<file path="src/rtl/store_write_buffer.sv">
// Store-side MEM-stage buffer: packs sb/sh/sw data onto byte lanes, flags misaligned stores,
// and queues packed writes in a small FIFO drained to data memory over a req/ack handshake.
module store_write_buffer #(
  parameter int DEPTH = 2,
  parameter int PTR_W = 1
) (
  input  logic        clk,
  input  logic        reset,
  input  logic        st_valid,
  output logic        st_ready,
  input  logic [1:0]  st_mode,
  input  logic [31:0] st_addr,
  input  logic [31:0] st_data,
  output logic        st_misalign,
  output logic        mem_req,
  output logic [31:0] mem_addr,
  output logic [31:0] mem_wdata,
  output logic [3:0]  mem_be,
  input  logic        mem_ack,
  output logic        buf_empty
);

  localparam logic [PTR_W:0] FULL = (PTR_W + 1)'(DEPTH);

  logic [31:0]      addr_q  [DEPTH];
  logic [31:0]      addr_d  [DEPTH];
  logic [31:0]      wdata_q [DEPTH];
  logic [31:0]      wdata_d [DEPTH];
  logic [3:0]       be_q    [DEPTH];
  logic [3:0]       be_d    [DEPTH];
  logic [PTR_W-1:0] wr_ptr_q, wr_ptr_d;
  logic [PTR_W-1:0] rd_ptr_q, rd_ptr_d;
  logic [PTR_W:0]   cnt_q, cnt_d;
  logic             misalign_q, misalign_d;

  logic        mis, fire, push, pop;
  logic [31:0] pk_addr, pk_wdata;
  logic [3:0]  pk_be;

  assign st_ready    = (cnt_q != FULL);
  assign mem_req     = (cnt_q != '0);
  assign buf_empty   = (cnt_q == '0);
  assign st_misalign = misalign_q;
  assign mem_addr    = addr_q[rd_ptr_q];
  assign mem_wdata   = wdata_q[rd_ptr_q];
  assign mem_be      = be_q[rd_ptr_q];

  always_comb begin
    mis  = ((st_mode == 2'b10) && st_addr[0]) ||
           ((st_mode == 2'b11) && (st_addr[1:0] != 2'b00));
    fire = st_valid && st_ready && (st_mode != 2'b00);
    push = fire && !mis;
    pop  = mem_req && mem_ack;

    pk_addr  = {st_addr[31:2], 2'b00};
    pk_wdata = st_data;
    pk_be    = 4'b1111;
    case (st_mode)
      2'b01: begin
        pk_wdata = {4{st_data[7:0]}};
        pk_be    = 4'b0001 << st_addr[1:0];
      end
      2'b10: begin
        pk_wdata = {2{st_data[15:0]}};
        pk_be    = st_addr[1] ? 4'b1100 : 4'b0011;
      end
      default: ;
    endcase

    addr_d  = addr_q;
    wdata_d = wdata_q;
    be_d    = be_q;
    if (push) begin
      addr_d[wr_ptr_q]  = pk_addr;
      wdata_d[wr_ptr_q] = pk_wdata;
      be_d[wr_ptr_q]    = pk_be;
    end

    // Pointers are PTR_W wide, so the increment wraps modulo DEPTH.
    wr_ptr_d = push ? wr_ptr_q + 1'b1 : wr_ptr_q;
    rd_ptr_d = pop  ? rd_ptr_q + 1'b1 : rd_ptr_q;

    cnt_d = cnt_q;
    if (push && !pop)
      cnt_d = cnt_q + 1'b1;
    else if (pop && !push)
      cnt_d = cnt_q - 1'b1;

    misalign_d = fire && mis;
  end

  always_ff @(posedge clk or posedge reset) begin
    if (reset) begin
      for (int i = 0; i < DEPTH; i++) begin
        addr_q[i]  <= '0;
        wdata_q[i] <= '0;
        be_q[i]    <= '0;
      end
      wr_ptr_q   <= '0;
      rd_ptr_q   <= '0;
      cnt_q      <= '0;
      misalign_q <= 1'b0;
    end else begin
      addr_q     <= addr_d;
      wdata_q    <= wdata_d;
      be_q       <= be_d;
      wr_ptr_q   <= wr_ptr_d;
      rd_ptr_q   <= rd_ptr_d;
      cnt_q      <= cnt_d;
      misalign_q <= misalign_d;
    end
  end

endmodule
</file>
<file path="config.mk">
export PLATFORM = sky130hd
export DESIGN_NAME = store_write_buffer
export DESIGN_NICKNAME = d
export VERILOG_FILES = /design/src/rtl/store_write_buffer.sv
export SDC_FILE = /design/constraint.sdc
export NUM_CORES = 1
export LEC_CHECK = 0
export ABC_CLOCK_PERIOD_IN_PS = 3800
export BUFFER_PORTS_ARGS = -buffer_cell sky130_fd_sc_hd__buf_4
export CELL_PAD_IN_SITES_DETAIL_PLACEMENT = 1
export CELL_PAD_IN_SITES_GLOBAL_PLACEMENT = 1
export CORE_UTILIZATION = 39
export DETAILED_ROUTE_END_ITERATION = 7
export PLACE_DENSITY_LB_ADDON = 0.1
export SKIP_CTS_REPAIR_TIMING = 1
export SLEW_MARGIN = 20
export SYNTH_ARGS = -nofsm -noshare
export SYNTH_HDL_FRONTEND = slang
export SYNTH_SLANG_ARGS = --single-unit
</file>
<file path="constraint.sdc">
create_clock -name clk -period 3.8 [get_ports clk]
set_input_delay 0.19 -clock clk [delete_from_list [all_inputs] [get_ports clk]]
set_output_delay 0.19 -clock clk [all_outputs]
set_load 0.005 [all_outputs]
</file>
### Word-level counts from Yosys, hierarchy flattened

Index checks and enable logic that the tools add are counted.

* flip-flop bits (word level): 141
* bits in latches: 0
* RAM bits: 0
* ROM bits: 0
* input port bits: 70
* output and inout bits: 72
* word-level logic and storage cells: 64
* memories kept: 0

* add/subtract/negate cells: 4
* $mul: 0
* divide/modulo/power cells: 0
* order comparisons: 3
* equality and inequality tests: 4
* shift-type cells: 1
* muxes and demuxes: 21
* bitwise gates (word level): 2
* reduce and logical (&&, ||, !) cells: 19

Operators with widths (number)
* 32-bit two-way mux: 7
* 64-bit bitwise mux: 2
* 32-bit case mux with 2 select lines: 1
* 32-bit demux with 1-bit select: 1
* 4-bit two-way mux: 5
* 1-bit logical AND: 10
* 8-bit bitwise mux: 1
* 4-bit case mux with 2 select lines: 1
* 2-bit nonzero test: 4
* 4-bit demux with 1-bit select: 1
* 2-bit equality test (second input constant): 2
* 2-bit >= comparator (second input constant): 2
* 2-bit two-way mux: 2
* 1-bit inverter with 2-bit output: 2
* 1-bit by 2-bit << shifter with 4-bit output (first input constant): 1
* 1-bit zero test: 3
* 1-bit adder (second input constant): 2
* 2-bit by 1-bit adder with 2-bit output (second input constant): 1
* 2-bit by 1-bit equality test with 1-bit output (second input constant): 1
* 2-bit zero test: 1
* 2-bit by 1-bit less-than comparator with 1-bit output (second input constant): 1
* 2-bit inequality test (second input constant): 1
* 2-bit by 1-bit subtractor with 2-bit output (second input constant): 1
* 1-bit logical OR: 1

### Depth between registers and ports, before layout

Gate-level depths: netlist of the first run.

* word-level depth: 9
* depth in mapped cells: 9
* mapped depth without buffers: 9

### Least setup slack after synthesis of the first run

No wires, ideal clock.

* path type: in2reg
* start point: input port st_mode[0]
* end point: register addr_q[29] in the netlist's numbering
* library setup time: 125 ps
* arrival time: 1461 ps
* data required time: 3675 ps
* setup slack: 2214 ps
* stages: 7
* buffers on the path: 2
* cells stage by stage: inv_1 -> ha_1 -> nor2_1 -> o2111ai_1 -> buf_4 -> buf_6 -> mux2_4

* word-level cells in the longest chain between the ends: 5
* elaborated cells between the ends (all ways): 9
* classes of those cells: eq/ne (2); reduce/logical (7)

RTL lines
* from (decl): RTL line 11 `input logic [1:0] st_mode,`
* 2-bit equality test (on tied branches): RTL line 49, 50
* 1-bit logical AND (on tied branches): RTL line 49, 50
* 1-bit logical OR: RTL line 49 `mis = ((st_mode == 2'b10) && st_addr[0]) ||`
* 1-bit zero test: RTL line 52 `push = fire && !mis;`
* 1-bit logical AND (*): RTL line 52
* to (signal assigned): RTL line 104 `addr_q <= addr_d;`
* to (decl): RTL line 25 `logic [31:0] addr_q [DEPTH];`

Mark *: on every way between the ends. The rest lies on a longest branch, timed or not.
A chain may end at the register's enable or synchronous reset.

### Final worst setup path of the first run

* start point: input port st_mode[0]
* end point: register wdata_q[33] in the netlist's numbering

* word-level cells in the longest chain between the ends: 5
* elaborated cells between the ends (all ways): 9
* classes of those cells: eq/ne (2); reduce/logical (7)

RTL lines
* 2-bit equality test (on tied branches): RTL line 49, 50
* 1-bit logical AND (on tied branches): RTL line 49, 50
* 1-bit logical OR: RTL line 49
* 1-bit zero test: RTL line 52
* 1-bit logical AND (*): RTL line 52
* to (signal assigned): RTL line 105 `wdata_q <= wdata_d;`
* to (decl): RTL line 27 `logic [31:0] wdata_q [DEPTH];`

Marks and branches as above.

==> run metrics, run 1 <==
status finished with violations; failing checks hold timing; Via-to-Cell Ratio 5.05; die width 131 um; Logic pwr share 41.8%; Final Hold Fails 40; Power per Cell Area 860 mW/mm^2; Worst Hold Class primary input to async pin; post-route DRC violation count 0; clock skew 8.07 ps; r2r setup slk 1770 ps; H-tree Lvls 4; first-pass GRT wire length 27300 um; ys flop type dfrtp_1; Nets 744; Finished Cell Area 0.00859 mm^2; DR WL met2 8540 um; Clock Latency Late Sink 420 ps; worst vdd ir 343 uV; TritonCTS Buffers 17; Detailed Route WL 16900 um; Die ar. 0.0172 mm^2; EDFF count, synth 0; vias 4538; clock share of power 23.4%; Clock Tree Buf Depth 2; Post-DP Area 0.00772 mm^2; Synth Register Bits 137; endpoints failing setup 0; Critical Path Start st_mode[0]; reg2reg path depth 4; Mean Syn Cell Area 12.6 um^2; maxcap violations 0; ANT nets after route 0; Post-Syn Instances 515; top routing layer in use met4; Async S/R FF share, synth 100%; Final min period 2160 ps; worst reg2reg endpoint wdata_q[33]$_DFFE_PP0P_; Iter 0 DRT Violations 171; area delta synth->final 32.1%; Final HPWL DP 11300 um; Pleak 4.12 nW; WP data arrival 2450 ps; register area share after synthesis 52.7%; initial antenna violation count 0; max_slew headroom 38.1%; routed length on met1 7350 um; Setup CP Type primary input to flop; Clock transition at path regs 60 ps; Starting Density 40.5%; DIE HEIGHT 131 um; switching part of the total 30.1%; Worst Path Required 4100 ps; fin worst setup slack 1640 ps; share of cells above drive strength 1 48.5%; Worst Tran Pin Value 926 ps; mapped cell area 0.00650 mm^2; Root Buffer clkbuf_16; fin crit share 56.7%; Worst Setup Start Kind primary input; routed wire length per instance 18.8 um; total track usage 20.5%; vias in the first global route 4983; # IOs 142; crit path max fanout 43; Sw Pwr 0.00222 W; RePlAce Congestion 0.777; core area 0.0161 mm^2; row cnt 46; Flop pwr share 34.8%; grt ovf 0; CTS tree done; Ant. Diodes 0; RSZ-0062 raised after global routing false; synth warn 0; Max Slew Vio Count 0; post-place setup slack 1220 ps; Unique masters post-synth 31; 1st-pass router iterations 4; fmax 464 MHz; largest net degree at the start of global routing 98; metal3 WL 872 um; Pint 0.00517 W; CP endpoint kind flop; worst r2r src cnt_q[0]$_DFFE_PP0P_; hold_ws -37.1 ps; final setup TNS 0 ps; Port-buffer cells 139; clk sinks 137
stage by stage:
| step | instances | total power (W) | utilization (%) | hold slack (ps) |
|---|---|---|---|---|
| after floorplan | 516 | 0.00434 | - | 339 |
| after global placement | 841 | 0.00554 | 48.1 | 420 |
| after detailed placement | 841 | 0.00568 | 48.1 | 434 |
| after CTS | 873 | 0.00748 | 52.0 | -13.0 |
| after global routing | 898 | 0.00785 | 53.5 | 5.40 |
| final | 898 | 0.00739 | 53.5 | -37.1 |
logic make-up after synthesis:
group	after synthesis	share of synthesized area [%]
simple gates	83	5.39
other cells	1	0.0577
mux	144	27.9
compound gates	95	8.46
xor+xnor	5	0.673
flops	137	52.7
buf+inv	45	3.81
fa+ha+maj	5	0.962
cell usage in the layout (no fill, tap or decap), types with 2 or more instances in the layout:
cell type and instances:
clkbuf_16 17, a31oi_1 8, bufinv_16 3, or2_2 2
o21a_1 3, buf_4 145, nor2_1 4, ha_1 5
o2111ai_4 2, buf_12 2, dlygate4sd3_1 25, a22oi_1 16
clkinv_2 3, inv_1 6, nor2b_1 9, dfrtp_1 136
xor2_1 2, o21ai_1 18, mux2_4 52, clkinvlp_4 5
xnor2_1 3, o21ai_0 45, a21oi_1 2, clkbuf_8 4
nand2_1 64, conb_1 2, mux2_2 92
worst max-delay path, cell delays in order:
cell and delay (ps):
buf_4 120, inv_1 70, ha_1 460, nor2_1 260, o2111ai_4 260, buf_4 660
mux2_2 410
flip-flops by register name (all words and copies together) (netlist names):
register     cells
cnt_q            2
be_q             8
st_misalign      1
wdata_q         64
wr_ptr_q         1
addr_q          60
rd_ptr_q         1
power by group through the flow:
stage | Sequential, W | Clock (W) | Combinational, W
finish | 0.00257 | 0.00173 | 0.00309
global route | 0.00266 | 0.00184 | 0.00335
CTS | 0.00258 | 0.00178 | 0.00312
detailed placement | 0.00259 | 0 | 0.00309
global placement | 0.00252 | 0 | 0.00301
floorplan | 0.00242 | 0 | 0.00192
cell type report:
cell class	instances	area (um^2)
clock buffers	21	480
clock inverters	11	144
fillers	1625	7460
inverters	7	30.0
multi-input cells	334	2860
flip-flops and latches	137	3430
well taps	216	270
repair buffers	172	1380
how the worst max path moves through the flow:
stage | to | cells after the start
6_report | wdata_q[33]$_DFFE_PP0P_ | 7
5_1_grt | wdata_q[33]$_DFFE_PP0P_ | 7
4_1_cts | mem_wdata[13] | 3
3_5_place_dp | wdata_q[33]$_DFFE_PP0P_ | 7
3_3_place_gp | wdata_q[33]$_DFFE_PP0P_ | 7
2_1_floorplan | addr_q[10]$_DFFE_PP0P_ | 1
routing by layer:
layer,vias to the layer above,global-route usage [%]
li1,2102,-
met4,0,6.54
met2,112,33.9
met1,2314,25.9
met3,10,5.83
met5,-,0
synthesized netlist by cell type, types with 4 or more instances:
cell / number / share of area (%)
a22oi_1: 16 / 1.8
a31oi_1: 8 / 0.77
buf_1: 4 / 0.23
buf_2: 14 / 1.1
buf_4: 4 / 0.46
buf_6: 6 / 1.0
clkbuf_1: 9 / 0.52
dfrtp_1: 137 / 53
ha_1: 5 / 0.96
inv_1: 7 / 0.40
mux2_2: 92 / 16
mux2_4: 52 / 12
nand2_1: 64 / 3.7
nor2_1: 4 / 0.23
nor2b_1: 9 / 0.87
o21ai_0: 45 / 3.5
o21ai_1: 18 / 1.4
No activity file was read; power rests on OpenSTA's default activity.
==> run 2: changes to the inputs <==
Settings changed: ABC_CLOCK_PERIOD_IN_PS 3800 to 1800.
Clock period 3.8 ns to 1.8 ns, I/O delays scaled along.
==> run 2 against run 1 <==
The run now ends clean. Worst setup slack worse by 1600 ps. Core utilization up 1.2 points. Cell count is 2.7% higher. Non-clock buffer count increased by 25. Sequential cell count is the same. Critical endpoint is now mem_addr[12]. Largest power group unchanged.
==> run metrics, run 2 (synthesis gave the netlist of run 1 again) <==
status complete, no violations; clk sinks 137 (unchanged); fin worst setup slack 74.8 ps (-1570 ps); CP bufs+invs 2 (-1); Worst path max stage delay 470 ps (-190 ps); worst reg2reg endpoint wdata_q[33]$_DFFE_PP0P_; r2r setup slk 80 ps (-1690 ps); row cnt 46 (unchanged); Power per Cell Area 1750 mW/mm^2 (+100%); Pleak 4.22 nW (+2.4%); met2 usage 33.1% (-0.86 points); commonest non-fill, non-tap cell in the layout buf_4; 1st-pass router iterations 4 (unchanged); Critical Path Start rd_ptr_q$_DFFE_PP0P_; CTS tree done; worst setup path endpoint mem_addr[12]; CP endpoint kind primary output; # IOs 142 (unchanged); routed wire length per instance 18.3 um (-2.7%); met1 GRT Util 25.6% (-0.29 points); busiest grt layer met2; Worst Setup Start Kind flop; crit path max fanout 29 (-33%); Final min period 1730 ps; Ant. Diodes 0 (unchanged); post-route DRC violation count 0 (unchanged); fmax 580 MHz; Nets 769 (+3.4%); RePlAce Congestion 0.770 (-0.93%); final setup TNS 0 ps (unchanged); Clock Tree Buf Depth 2 (unchanged); grt ovf 0 (unchanged); Die ar. 0.0172 mm^2 (unchanged); Final Hold Fails 0 (-100%); Post-DP Area 0.00783 mm^2 (+1.4%); Via-to-Cell Ratio 4.99 (-1.2%); Final HPWL DP 11200 um (-1.2%); Max Slew Vio Count 0 (unchanged); Iter 0 DRT Violations 120 (-30%); vias in the first global route 4871 (-2.2%); Worst Hold Class primary input to flop; fin crit share 95.8%; Setup CP Type flop to primary output; vias 4604 (+1.5%); hold_ws 5.64 ps (+42.7 ps); post-place setup slack -9.50 ps (-1230 ps); worst r2r src cnt_q[0]$_DFFE_PP0P_; TritonCTS Buffers 17 (unchanged); Starting Density 40.5% (unchanged); area delta synth->final 35.2%; most frequent cells in the layout buf_4 (151), dfrtp_1 (136), mux2_2 (92); clock skew 5.77 ps (-2.30 ps); DIE HEIGHT 131 um (unchanged); die width 131 um (unchanged); maxcap violations 0 (unchanged); reg2reg path depth 4 (unchanged); endpoints failing setup 0 (unchanged); WP data arrival 1640 ps (-810 ps); Largest Register wdata_q; worst-path cell chain buf_12 > mux2_2 > buf_4; H-tree Lvls 4 (unchanged); Top Registers wdata_q x64, addr_q x60, be_q x8; initial antenna violation count 0 (unchanged); Worst Path Required 1710 ps (-2390 ps); Root Buffer clkbuf_16; GR Util met3 5.98% (+0.15 points); ANT nets after route 0 (unchanged); Detailed Route WL 16900 um (-0.11%); total track usage 20.1% (-0.48 points); core area 0.0161 mm^2 (unchanged); CP max-delay cell dfrtp_4; Port-buffer cells 139 (unchanged); RSZ-0062 raised after global routing false; Clock transition at path regs 60 ps (about the same); Finished Cell Area 0.00879 mm^2 (+2.3%); first-pass GRT wire length 26800 um (-2.1%); max FFs per register 64 (unchanged); Worst path depth 3 (-4); largest net degree at the start of global routing 70 (-29%); share of cells above drive strength 1 48.0% (-0.52 points); delay-heaviest family, CP flip-flops; worst vdd ir 758 uV (+120%); Clock Latency Late Sink 410 ps (about the same)
run 2: cell types whose count changed in the layout (fill, tap and decap cells not counted), moves of 2 or more:
| cell | previous run | this run |
|---|---|---|
| dlygate4sd3_1 | 25 | 40 |
| buf_4 | 145 | 151 |
| buf_12 | 2 | 6 |
| clkinv_2 | 3 | 5 |
| clkbuf_8 | 4 | 1 |
| bufinv_16 | 3 | 1 |
run 2: final cells by class:
class / count / area [um^2]
Clock buffer: 19 / 443
Inverter: 7 / 30.0
Tap cell: 216 / 270
Clock inverter: 12 / 103
Timing Repair Buffer: 197 / 1650
Fill cell: 1639 / 7270
Sequential cell: 137 / 3430
Multi-Input combinational cell: 334 / 2860
run 2: tightest hold or removal path: cells and delay by family:
kind,cells,cell delay [ps]
buffers and inverters,1,70
AO/OA/AOI/OAI,2,210
run 2: worst min-delay path by stage:
stage                            from                 endpoint  cells past startpoint
final                     st_data[28]  wdata_q[60]$_DFFE_PP0P_                      3
after global routing      st_data[28]  wdata_q[60]$_DFFE_PP0P_                      3
after CTS                       reset     cnt_q[0]$_DFFE_PP0P_                      2
after detailed placement        reset     cnt_q[0]$_DFFE_PP0P_                      2
after global placement          reset    st_misalign$_DFF_PP0_                      2
after floorplan           st_addr[29]   addr_q[29]$_DFFE_PP0P_                      1
run 2: through the flow:
| stage | util (%) | power [W] | instances |
|---|---|---|---|
| after floorplan | - | 0.00916 | 516 |
| after global placement | 48.8 | 0.0118 | 849 |
| after detailed placement | 48.8 | 0.0121 | 849 |
| after CTS | 52.2 | 0.0154 | 880 |
| after global routing | 54.8 | 0.0163 | 922 |
| final | 54.8 | 0.0153 | 922 |
run 2: per-layer routing:
layer  share of wire [%]  wire, um  vias up
met4                 1.0       173        0
met5                   0         0        -
met1                  44      7450     2316
li1                    -         -     2158
met3                 5.0       851       13
met2                  50      8400      117
run 2: report_power, final:
group	leakage [nW]	switching (W)	internal [W]
Sequential	1.67	0.000802	0.00458
Clock	0.261	0.00132	0.00192
Combinational	2.29	0.00256	0.00416
==> run 3: changes to the inputs <==
Settings changed: ABC_AREA set to 1, CORE_UTILIZATION 39 to 36, PLACE_DENSITY_LB_ADDON 0.1 to 0.3, SLEW_MARGIN 20 to not set.
==> run 3 against run 2 <==
The flow now finishes with violations (hold timing). Register-to-register slack better by 100 ps. Via count increased by 46%. Sequential cell count is the same. Highest routed layer unchanged. Wire length up 33%. Critical endpoint is now mem_addr[16]. Clock power up 18%.
==> run metrics, run 3 <==
status finished with violations; failing checks hold timing; multiplexer share of the synthesized area 0% (-28 points); Power per Cell Area 1710 mW/mm^2 (-2.2%); Root Buffer clkbuf_16; Ant. Diodes 0 (unchanged); Synth Register Bits 137 (unchanged); fin worst setup slack 165 ps (+90.5 ps); clk sinks 137 (unchanged); Unique masters post-synth 23 (-26%); Max Slew Vio Count 0 (unchanged); ANT nets after route 0 (unchanged); first-pass GRT wire length 35800 um (+34%); max FFs per register 64 (unchanged); row cnt 50 (+8.7%); Nets 1174 (+53%); Mean Syn Cell Area 7.31 um^2 (-42%); # IOs 142 (unchanged); Via-to-Cell Ratio 4.98 (-0.21%); Starting Density 36.7% (-3.8 points); post-route DRC violation count 0 (unchanged); mapped cell area 0.00687 mm^2 (+5.6%); synth warn 0 (unchanged); Clock transition at path regs 60 ps (about the same); CP endpoint kind primary output; Port-buffer cells 139 (unchanged); top cell type's share of synthesized area 49.9% (-2.8 points); most frequent cells in the layout nand2_1 (602), buf_4 (159), dfrtp_1 (135); Synth Area in XOR/XNOR 0.383% (-0.29 points); Largest Register wdata_q; TritonCTS Buffers 17 (unchanged); area delta synth->final 35.0%; Setup CP Type flop to primary output; Post-Syn Instances 939 (+82%); die width 140 um (+6.9%); Final min period 1630 ps (-90.5 ps); Post-Synth Simple-Gate Area 42.0% (+37 points); Final HPWL DP 14400 um (+28%); share of cells above drive strength 1 19.8% (-28 points); Worst Tran Pin Value 631 ps; initial antenna violation count 0 (unchanged); r2r setup slk 180 ps (+100 ps); post-place setup slack 157 ps (+167 ps); post-synthesis compound-gate area fraction 0.729% (-7.7 points); Iter 0 DRT Violations 230 (+92%); clock skew 9.49 ps (+3.72 ps); vias 6707 (+46%); commonest non-fill, non-tap cell in the layout nand2_1; Clock Latency Late Sink 420 ps (about the same); endpoints failing setup 0 (unchanged); RePlAce Congestion 0.779 (+1.2%); Detailed Route WL 22400 um (+33%); Final Hold Fails 9 (+9); ys flop type dfrtp_1; Synth area leader dfrtp_1; CTS tree done; WP data arrival 1540 ps (-100 ps); crit path max fanout 13 (-55%); largest net degree at the start of global routing 67 (-4.3%); Post-DP Area 0.00830 mm^2 (+6.0%); 1st-pass router iterations 4 (unchanged); top post-synthesis cells by area dfrtp_1 (50%), nand2_1 (33%), nand4_1 (6.9%); Finished Cell Area 0.00927 mm^2 (+5.4%); grt ovf 0 (unchanged); largest family of logic cells by synthesized area simple AND/OR/NAND/NOR gates; Worst Setup Start Kind flop; top-count cell post-synth nand2_1; Clock Tree Buf Depth 2 (unchanged); routed wire length per instance 16.7 um (-8.9%); fin crit share 90.8% (-5.0 points); post-layout util 49.6% (-5.2 points); hold_ws -14.3 ps (-19.9 ps); adder-cell share of the synthesized area 0.911% (-0.051 points); # fillers 2286 (+39%); register area share after synthesis 49.9% (-2.8 points); total track usage 23.5% (+3.5 points); fmax 612 MHz (+5.5%); Worst Path Required 1710 ps (about the same); max_slew headroom 57.8%; Worst Hold Class primary input to flop; final setup TNS 0 ps (unchanged); worst vdd ir 860 uV (+13%); Die ar. 0.0196 mm^2 (+14%); Synth top cells by count nand2_1 (602), dfrtp_1 (137), nand4_1 (76); Top Registers wdata_q x64, addr_q x60, be_q x8; Async S/R FF share, synth 100% (unchanged); H-tree Lvls 4 (unchanged); DIE HEIGHT 140 um (+6.9%); EDFF count, synth 0 (unchanged); RSZ-0062 raised after global routing false; Pleak 5.23 nW (+24%); core area 0.0187 mm^2 (+16%); maxcap violations 0 (unchanged); vias in the first global route 6859 (+41%)
run 3: worst max-delay path, cell delays in order, from the launching register on:
cell and delay (ps):
dfrtp_2 430, inv_4 190, buf_4 240, nand2_1 70
nand2_1 80, buf_4 110
run 3: path summary, 6_finish.rpt:
check	cells after the start	start	end
setup / recovery	5	rd_ptr_q$_DFFE_PP0P_	mem_addr[16]
max in group asynchronous	4	reset	addr_q[15]$_DFFE_PP0P_
hold / removal	3	st_addr[9]	addr_q[41]$_DFFE_PP0P_
min in group asynchronous	3	reset	wdata_q[11]$_DFFE_PP0P_
hold reg to reg	2	addr_q[26]$_DFFE_PP0P_	addr_q[26]$_DFFE_PP0P_
setup reg to reg	8	cnt_q[0]$_DFFE_PP0P_	cnt_q[1]$_DFFE_PP0P_
run 3: cell families (layout without fill, tap and decap cells):
logic type,count (synthesis),in the layout
other,1,2
xor gates and xnor gates,3,3
DFF,137,137
adders and majority gates,5,5
buffers and inverters,87,259
AOI/OAI and AO/OA,10,10
and+or+nand+nor,696,696
run 3: layer usage:
layer	vias up	share of wire, %	global-route usage (%)
met4	0	1.3	7.11
li1	3252	-	-
met2	133	50	40.7
met5	-	0	0
met3	19	3.6	4.07
met1	3303	45	30.0
run 3: where the power goes:
group	internal, W	switching (W)	total, W
clock	0.00246	0.00135	0.00382
combinational	0.00290	0.00378	0.00668
sequential	0.00451	0.000811	0.00532
run 3: layout make-up:
type	instances	area, um^2	share of cell area, %
clock buffers	21	480	5.18
repair buffers	204	1770	19.1
well taps	234	293	3.16
clock inverters	11	168	1.81
multi-input cells	716	3030	32.7
inverters	23	92.6	0.999
flip-flops and latches	137	3430	37.0
run 3: stage by stage:
step	total power, W	std cells
floorplan	0.00876	940
global placement	0.0118	1282
detailed placement	0.0120	1282
CTS	0.0159	1314
global route	0.0170	1346
finish	0.0158	1346
